### src/rtl/uart_rx_if.sv
// Byte-stream handshake between the UART receiver and its consumer.
//   data_out   : received byte, stable while data_valid is high and not accepted
//   data_valid : a byte is waiting in the holding register
//   data_ready : consumer takes the byte on a cycle where data_valid && data_ready
// master = receiver side, slave = consumer side.
interface uart_rx_if #(
  parameter int DATA_WIDTH = 8
);
  logic [DATA_WIDTH-1:0] data_out;
  logic                  data_valid;
  logic                  data_ready;

  modport master (
    output data_out,
    output data_valid,
    input  data_ready
  );

  modport slave (
    input  data_out,
    input  data_valid,
    output data_ready
  );
endinterface

### src/rtl/uart_rx.sv
// UART receiver for 8N1/8N2 frames. Synchronises the serial line, finds the
// start bit, samples each data bit mid-cell (LSB first), checks the first stop
// bit and hands the byte to a single-entry valid/ready holding register.
// Ports:
//   clk, rst   : rising-edge clock, synchronous active-high reset
//   rx         : asynchronous serial input, idles high
//   bus        : byte handshake (data_out / data_valid / data_ready)
//   busy       : a frame is in progress (START, DATA or STOP)
//   frame_err  : one-cycle pulse, first stop bit sampled low
//   overrun    : one-cycle pulse, good frame arrived while a byte was still held
module uart_rx #(
  parameter int DATA_WIDTH = 8,
  parameter int CLK_FREQ   = 100_000_000,
  parameter int BAUD_RATE  = 115200
) (
  input  logic       clk,
  input  logic       rst,
  input  logic       rx,
  uart_rx_if.master  bus,
  output logic       busy,
  output logic       frame_err,
  output logic       overrun
);

  localparam int CLKS_PER_BIT = CLK_FREQ / BAUD_RATE;
  localparam int HALF_BIT     = CLKS_PER_BIT / 2;
  localparam int CNT_W        = $clog2(CLKS_PER_BIT);
  localparam int BIT_W        = $clog2(DATA_WIDTH + 1);

  localparam logic [CNT_W-1:0] HALF_LAST = CNT_W'(HALF_BIT - 1);
  localparam logic [CNT_W-1:0] BIT_LAST  = CNT_W'(CLKS_PER_BIT - 1);
  localparam logic [BIT_W-1:0] DATA_LAST = BIT_W'(DATA_WIDTH - 1);

  typedef enum logic [2:0] {
    S_WAIT_IDLE,
    S_IDLE,
    S_START,
    S_DATA,
    S_STOP
  } state_t;

  state_t                state_q, state_d;
  logic                  rx_m, rx_s;
  logic                  armed_q;
  logic [CNT_W-1:0]      baud_q, baud_d;
  logic [BIT_W-1:0]      bit_q, bit_d;
  logic [DATA_WIDTH-1:0] shift_q, shift_d;
  logic [DATA_WIDTH-1:0] data_q, data_d;
  logic                  valid_q, valid_d;
  logic                  ferr_q, ferr_d;
  logic                  ovr_q, ovr_d;

  // NOTE: every register here is written with <= so all flops update from
  // the same pre-edge values; blocking writes would make results order-dependent.
  always_ff @(posedge clk) begin
    if (rst) begin
      rx_m    <= 1'b1;
      rx_s    <= 1'b1;
      armed_q <= 1'b0;
      state_q <= S_WAIT_IDLE;
      baud_q  <= '0;
      bit_q   <= '0;
      shift_q <= '0;
      data_q  <= '0;
      valid_q <= 1'b0;
      ferr_q  <= 1'b0;
      ovr_q   <= 1'b0;
    end else begin
      rx_m    <= rx;
      rx_s    <= rx_m;
      armed_q <= 1'b1;
      state_q <= state_d;
      baud_q  <= baud_d;
      bit_q   <= bit_d;
      shift_q <= shift_d;
      data_q  <= data_d;
      valid_q <= valid_d;
      ferr_q  <= ferr_d;
      ovr_q   <= ovr_d;
    end
  end

  // NOTE: every output of this block gets a default first, so no path can
  // leave one unassigned and infer a latch.
  always_comb begin
    state_d = state_q;
    baud_d  = baud_q;
    bit_d   = bit_q;
    shift_d = shift_q;
    data_d  = data_q;
    valid_d = valid_q;
    ferr_d  = 1'b0;
    ovr_d   = 1'b0;

    if (valid_q && bus.data_ready) begin
      valid_d = 1'b0;
    end

    unique case (state_q)
      // Both synchroniser flops still hold their reset value of 1 right after
      // reset; armed_q and rx_m make sure a line that was held low through
      // reset is seen low before the receiver is allowed to arm.
      S_WAIT_IDLE: begin
        if (armed_q && rx_m && rx_s) begin
          state_d = S_IDLE;
        end
      end

      S_IDLE: begin
        if (!rx_s) begin
          state_d = S_START;
          baud_d  = '0;
        end
      end

      // Half a bit in, the start bit must still be low or it was a glitch.
      S_START: begin
        if (baud_q == HALF_LAST) begin
          baud_d = '0;
          if (rx_s) begin
            state_d = S_IDLE;
          end else begin
            state_d = S_DATA;
            bit_d   = '0;
          end
        end else begin
          baud_d = baud_q + CNT_W'(1);
        end
      end

      // Shifting in from the top leaves the first (LSB) bit at position 0
      // once all DATA_WIDTH bits are in.
      S_DATA: begin
        if (baud_q == BIT_LAST) begin
          baud_d  = '0;
          shift_d = {rx_s, shift_q[DATA_WIDTH-1:1]};
          bit_d   = bit_q + BIT_W'(1);
          if (bit_q == DATA_LAST) begin
            state_d = S_STOP;
          end
        end else begin
          baud_d = baud_q + CNT_W'(1);
        end
      end

      // Only the first stop bit is checked; a second one is simply idle line.
      S_STOP: begin
        if (baud_q == BIT_LAST) begin
          baud_d = '0;
          if (rx_s) begin
            state_d = S_IDLE;
            if (!valid_q || bus.data_ready) begin
              data_d  = shift_q;
              valid_d = 1'b1;
            end else begin
              ovr_d = 1'b1;
            end
          end else begin
            ferr_d  = 1'b1;
            state_d = S_WAIT_IDLE;
          end
        end else begin
          baud_d = baud_q + CNT_W'(1);
        end
      end

      default: state_d = S_WAIT_IDLE;
    endcase
  end

  assign busy           = (state_q == S_START) || (state_q == S_DATA) || (state_q == S_STOP);
  assign frame_err      = ferr_q;
  assign overrun        = ovr_q;
  assign bus.data_out   = data_q;
  assign bus.data_valid = valid_q;

endmodule
### src/flat_wrapper.sv
// flat-port wrapper written by rule: the top's interface ports become plain ports
module uart_rx_flat 
#(
  parameter int DATA_WIDTH = 8,
  parameter int CLK_FREQ   = 100_000_000,
  parameter int BAUD_RATE  = 115200
)
  (clk, rst, rx, busy, frame_err, overrun, bus_data_out, bus_data_valid, bus_data_ready);
  uart_rx_if #(.DATA_WIDTH(DATA_WIDTH)) bus_i ();
  input  logic clk;
  input  logic rst;
  input  logic rx;
  output logic busy;
  output logic frame_err;
  output logic overrun;
  output wire logic [$bits(bus_i.data_out)-1:0] bus_data_out;
  output wire logic [$bits(bus_i.data_valid)-1:0] bus_data_valid;
  input wire logic [$bits(bus_i.data_ready)-1:0] bus_data_ready;
  assign bus_data_out = bus_i.data_out;
  assign bus_data_valid = bus_i.data_valid;
  assign bus_i.data_ready = bus_data_ready;
  uart_rx #(.DATA_WIDTH(DATA_WIDTH), .CLK_FREQ(CLK_FREQ), .BAUD_RATE(BAUD_RATE)) u_core (.clk(clk), .rst(rst), .rx(rx), .bus(bus_i), .busy(busy), .frame_err(frame_err), .overrun(overrun));
endmodule
### config.mk
export PLATFORM = sky130hd
export DESIGN_NAME = uart_rx_flat
export DESIGN_NICKNAME = d
export VERILOG_FILES = /design/src/rtl/uart_rx_if.sv /design/src/rtl/uart_rx.sv /design/src/flat_wrapper.sv
export SDC_FILE = /design/constraint.sdc
export NUM_CORES = 1
export LEC_CHECK = 0
export ABC_CLOCK_PERIOD_IN_PS = 2000
export CORE_ASPECT_RATIO = 0.7
export CORE_UTILIZATION = 53
export CTS_BUF_LIST = sky130_fd_sc_hd__clkbuf_2
export DETAILED_ROUTE_END_ITERATION = 10
export PLACE_DENSITY = 0.79
export RECOVER_POWER = 50
export SETUP_SLACK_MARGIN = 0.5
export SYNTH_ARGS = -nofsm -noshare
export SYNTH_HDL_FRONTEND = slang
export SYNTH_SLANG_ARGS = --single-unit
export TNS_END_PERCENT = 50
### constraint.sdc
create_clock -name clk -period 2 [get_ports clk]
set_input_delay 0.3 -clock clk [delete_from_list [all_inputs] [get_ports clk]]
set_output_delay 0.3 -clock clk [all_outputs]
set_load 0.05 [all_outputs]
Word level (Yosys, flattened, before mapping):

Cells that the tools add are included.

* flip-flop bits (word level): 39
* input port bits: 4
* output and inout port bits: 12
* word-level logic and storage cells: 73

* $add $sub $neg: 2
* equal/unequal tests: 14
* multiplexer cells: 25
* bitwise operators: 3
* reduce and logical (&&, ||, !) cells: 18

Operator list (number)
* 2-to-1 mux 10 bit: 3
* one-hot mux 10 bit (3 select lines): 1
* 2-to-1 mux 3 bit: 6
* one-hot mux 3 bit (5 select lines): 1
* 2-to-1 mux 4 bit: 3
* adder 10 x 1 -> 10 bit (second input constant): 1
* equality test 10 bit (second input constant): 1
* equality test 10 x 9 -> 1 bit (second input constant): 1
* != test 2 x 1 -> 1 bit (second input constant): 5
* 2-to-1 mux 1 bit: 9
* one-hot mux 4 bit (2 select lines): 1
* AND reduction 4 bit: 2
* equality test 3 x 2 -> 1 bit (second input constant): 2
* AND reduction 6 bit: 1
* adder 4 x 1 -> 4 bit (second input constant): 1
* equality test 4 x 3 -> 1 bit (second input constant): 1
* != test 2 bit (second input constant): 2
* AND reduction 2 bit: 2
* OR reduction 4 bit: 1
* equality test 3 x 1 -> 1 bit (second input constant): 1
* equality test 3 bit (second input constant): 1
* logical AND 1 bit: 3
* zero test 3 bit: 1
* logical OR 1 bit: 3
* 7 further kinds: 9

Depth between registers and ports, before layout:

* depth after elaboration: 6
* depth in mapped cells: 7
* depth with buffers taken out: 7

Worst setup path before layout:

Ideal clock, no wire load.

* kind: register -> register
* start: register u_core.baud_q[2]
* end: register u_core.state_q[0]
* library setup time: 0.123 ns
* arrival time: 1.868 ns
* required time: 1.877 ns
* setup slack: 0.009 ns
* cell stages (with the launch flop): 6
* buffers on the path: 0
* period minus slack after synthesis: 1.991 ns
* cell sequence: dfxtp_1 > or3b_4 > nor3_4 > o32ai_2 > nor4_4 > mux2_1

* longest elaborated chain between the ends: 3
* elaborated cells on any way between the ends: 6
* classes of those cells: eq/ne (5); reduce/logical (1)

Ends and longest elaborated chain
* start, declared: line uart_rx.sv:45 `logic [CNT_W-1:0] baud_q, baud_d;`
* start signal, assigned: line uart_rx.sv:73 `baud_q <= baud_d;`
* equality test 10 x 9 -> 1 bit / equality test 10 bit (equally long branches): line uart_rx.sv:118, uart_rx.sv:134, uart_rx.sv:148
* != test 2 x 1 -> 1 bit (no line)
* AND reduction 6 bit (no line) (*)
* end signal, assigned: line uart_rx.sv:72 `state_q <= state_d;`
* end, declared: line uart_rx.sv:42 `state_t state_q, state_d;`

Mark *: on every way between the ends. The rest lies on a longest branch, timed or not.
A chain may end at the register's enable or synchronous reset.

Worst setup path in the final report:

* start: register u_core.baud_q[0]
* end: register u_core.state_q[0]

Same word-level chain as after synthesis.

==> results.cfg <==
[run_status]
status = finished with violations
violations = DRC

[critical_path]
max_stage_delay_ps = 420
critPathKind = register to register
cp-end-kind = register
crit_path_top_delay_cell = dfxtp_4
path_cells = ha_4 -> nand4bb_4 -> nor3_4 -> o32ai_4 -> nor4_4 -> mux2_1
arrival_ps = 2220
ff2ff_setup_slack_ps = 100
crit_required_ps = 2330
critPathLaunchType = register
critical_path.max_fanout = 5

[timing]
period_share_pct = 94.8
slew_viol_final = 0
finalWorstSetupSlack_ps = 104
relSlewSlack_pct = 51.5
setup-violations-final = 0
fin_skew_ps = 33.9
hold_slack_ps = 441
fmax_ghz = 0.527
finalHoldViolCount = 0
min_period_ps = 1900
rsz0062_at_grt = yes
worstMarginPinSlew_ps = 727

[synth]
synth_top_area_share_pct = 44.6
synth_compound_area_share_pct = 11.7
ys_top_cells_by_area = dfxtp_1, nand2_1, mux2i_1
avgSynthCellArea_um2 = 8.76
ys.flop_type = dfxtp_1
synth_fa_ha_area_share_pct = 2.14
synth-edff-count = 0
yosysTopAreaCell = dfxtp_1
async_flop_share_pct = 0
syn-num-nets = 207
synth_area_um2 = 1750
ys_seq_area_share_pct = 44.6
synth-xor-area-share_pct = 2.00
yosys_warnings = 0
synth_mux_area_share_pct = 7.50
synth.distinct_cells = 44
synth_top_family_by_area = simple AND/OR/NAND/NOR gates
synth_seq_cells = 39
synth-simple-area-share_pct = 29.3
netlist_instances = 200

[route]
top_layer_used = met4
met2_length_um = 2230
met1Wirelength_um = 2210
wl_met3_um = 356
via_per_inst = 6.05
detail_route.wl_per_cell_um = 17.7
ant_nets = 0
firstDrtPassIters = 8
drcViolationCount = 2
drt_iter0_drc = 136
drt-total-wl_um = 4900
num_vias = 1675

[global_routing]
grt_pass1_vias = 1489
grt_first_pass_wirelength_um = 7180
antenna_found_initial = 0
track_usage_pct = 26.6
grt_overflow = 0
grt_start_max_net_pins = 24

[cells_and_area]
fin_area_um2 = 2370
drive_above_1_share_pct = 33.1
areaGrowthSynthToFinish_pct = 35.1
ff_latch_area_um2 = 808
antenna_cells = 0
n_fill_cell = 207
multi_input_area_um2 = 1120
final_nets = 245

[clocking]
cts_tree = done
insertion_delay_ps = 440
cts_buffers = 5
cts_buffer_depth = 2
ctsHoldBuffers = 0
clk_pin_slew_ps = 190
clock-root-buffer = clkbuf_2
htreeDepth = 2
clock_sinks = 39

[placed_design]
numPortBuffers = 15
dpl_cell_area_um2 = 2050
routabilityCongestion = 0.914
dp_slack_ps = 78.2
dpl.hpwl_um = 2880

[power_and_ir_drop]
p_seq_share_pct = 43.1
leakage_nw = 0.802
swShare_pct = 34.9
combPwrFrac_pct = 34.1
finalPower_w = 0.00210
power_density_nw_per_um2 = 889
p_sw_w = 0.000733
peakVddDrop_v = 0.000594
p_clk_share_pct = 22.8
cellInternalPower_w = 0.00137

[die]
core_um2 = 3150
die_w_um = 70.7
fp-row-count = 17
die_y_um = 50.1
start_util_pct = 55.6
pin_count = 16
die-area_um2 = 3540

[flow_run]
max_cap_violations = 0

[hold_path]
min_path_type = primary input to register
-- kinds of logic after synthesis --
group	after synthesis
flops	39
fa+ha+maj	3
buf+inv	12
simple gates	99
mux	13
compound gates	30
xor+xnor	4
-- state kept, by name, indices dropped and copies added, names as in the netlist --
name / flops
u_core.baud_q: 10
u_core.bus.data_out: 8
u_core.shift_q: 8
u_core.bit_q: 4
u_core.state_q: 3
u_core.armed_q: 1
u_core.bus.data_valid: 1
u_core.frame_err: 1
u_core.overrun: 1
u_core.rx_m: 1
u_core.rx_s: 1
-- area by class of cell --
cell class	instances	area share [%]
tap	38	2.01
sequential	39	34.2
timing repair buffer	39	13.2
clock buffer	5	1.06
inverter	4	0.635
multi-input combinational	149	47.3
clock inverter	3	1.64
-- critical path, delay by kind of cell (launching register included) --
family,cells,cell delay [ps]
simple gates,3,680
flops,1,420
mux,1,360
compound gates,1,180
fa+ha+maj,1,170
-- path summary, 6_finish.rpt --
kind                                   startpoint                 to  depth (start not counted)
worst max-delay path             u_core.baud_q[0]  u_core.state_q[0]                          6
worst min-delay path                           rx        u_core.rx_m                          2
worst max register to register   u_core.baud_q[0]  u_core.state_q[0]                          6
worst min register to register  u_core.shift_q[2]  u_core.shift_q[1]                          2
-- cell usage after synthesis, types with 2 or more instances --
cell type  count
a2111oi_0      2
a211oi_1       4
a21oi_1       11
a31oi_1        2
and2_1         3
buf_2          3
clkbuf_1       5
dfxtp_1       39
ha_1           3
inv_1          4
mux2i_1       12
nand2_1       33
nand2b_1       5
nand3_1        5
nor2_1        22
nor3_1         8
nor4_1         5
o21ai_0        2
o32ai_1        2
or2_2          4
xnor2_1        2
xor2_1         2
-- placed cells by master, fill, tap and decap left out, types with 3 or more instances in the layout --
cell	Yosys	routed
nand2_1	33	29
dfxtp_1	39	29
nor2_1	22	19
buf_4	0	19
mux2i_1	12	12
a21oi_1	11	11
clkbuf_1	5	8
nor3_1	8	6
dfxtp_4	0	6
nand3_1	5	5
clkbuf_2	0	5
clkdlybuf4s15_2	0	5
nand2b_1	5	4
or2_2	4	4
a211oi_1	4	4
dfxtp_2	0	4
inv_1	4	3
and2_1	3	3
nor4_4	1	3
nor4_2	0	3
buf_6	0	3
-- layer usage --
metal  vias up  global-route usage [%]
met2        67                    38.8
met5         -                       0
li1        778                       -
met4         0                    9.33
met3        14                    5.52
met1       816                    38.6
-- stage by stage --
stage | TNS [ps] | util (%) | cells
global placement | 0 | 65.2 | 254
floorplan | 0 | - | 200
CTS | 0 | 72.0 | 270
global route | -27.5 | 75.2 | 277
finish | 0 | 75.2 | 277
detailed placement | 0 | 65.2 | 254
-- power by group through the flow --
stage / registers, W / logic [W] / clock network (W)
6_report: 0.000906 / 0.000717 / 0.000480
5_1_grt: 0.000915 / 0.000761 / 0.000507
4_1_cts: 0.000905 / 0.000562 / 0.000467
3_5_place_dp: 0.000898 / 0.000497 / 0
3_3_place_gp: 0.000892 / 0.000481 / 0
2_1_floorplan: 0.000870 / 0.000385 / 0
-- what timing repair did --
action | in CTS | in global routing
pin swaps | 7 | 7
gates cloned | 0 | 0
endpoints found under the setup margin | 45 | 43
buffers inserted | 8 | 7
resized for setup | 56 | 24
Power figures use the tool's default switching activity.
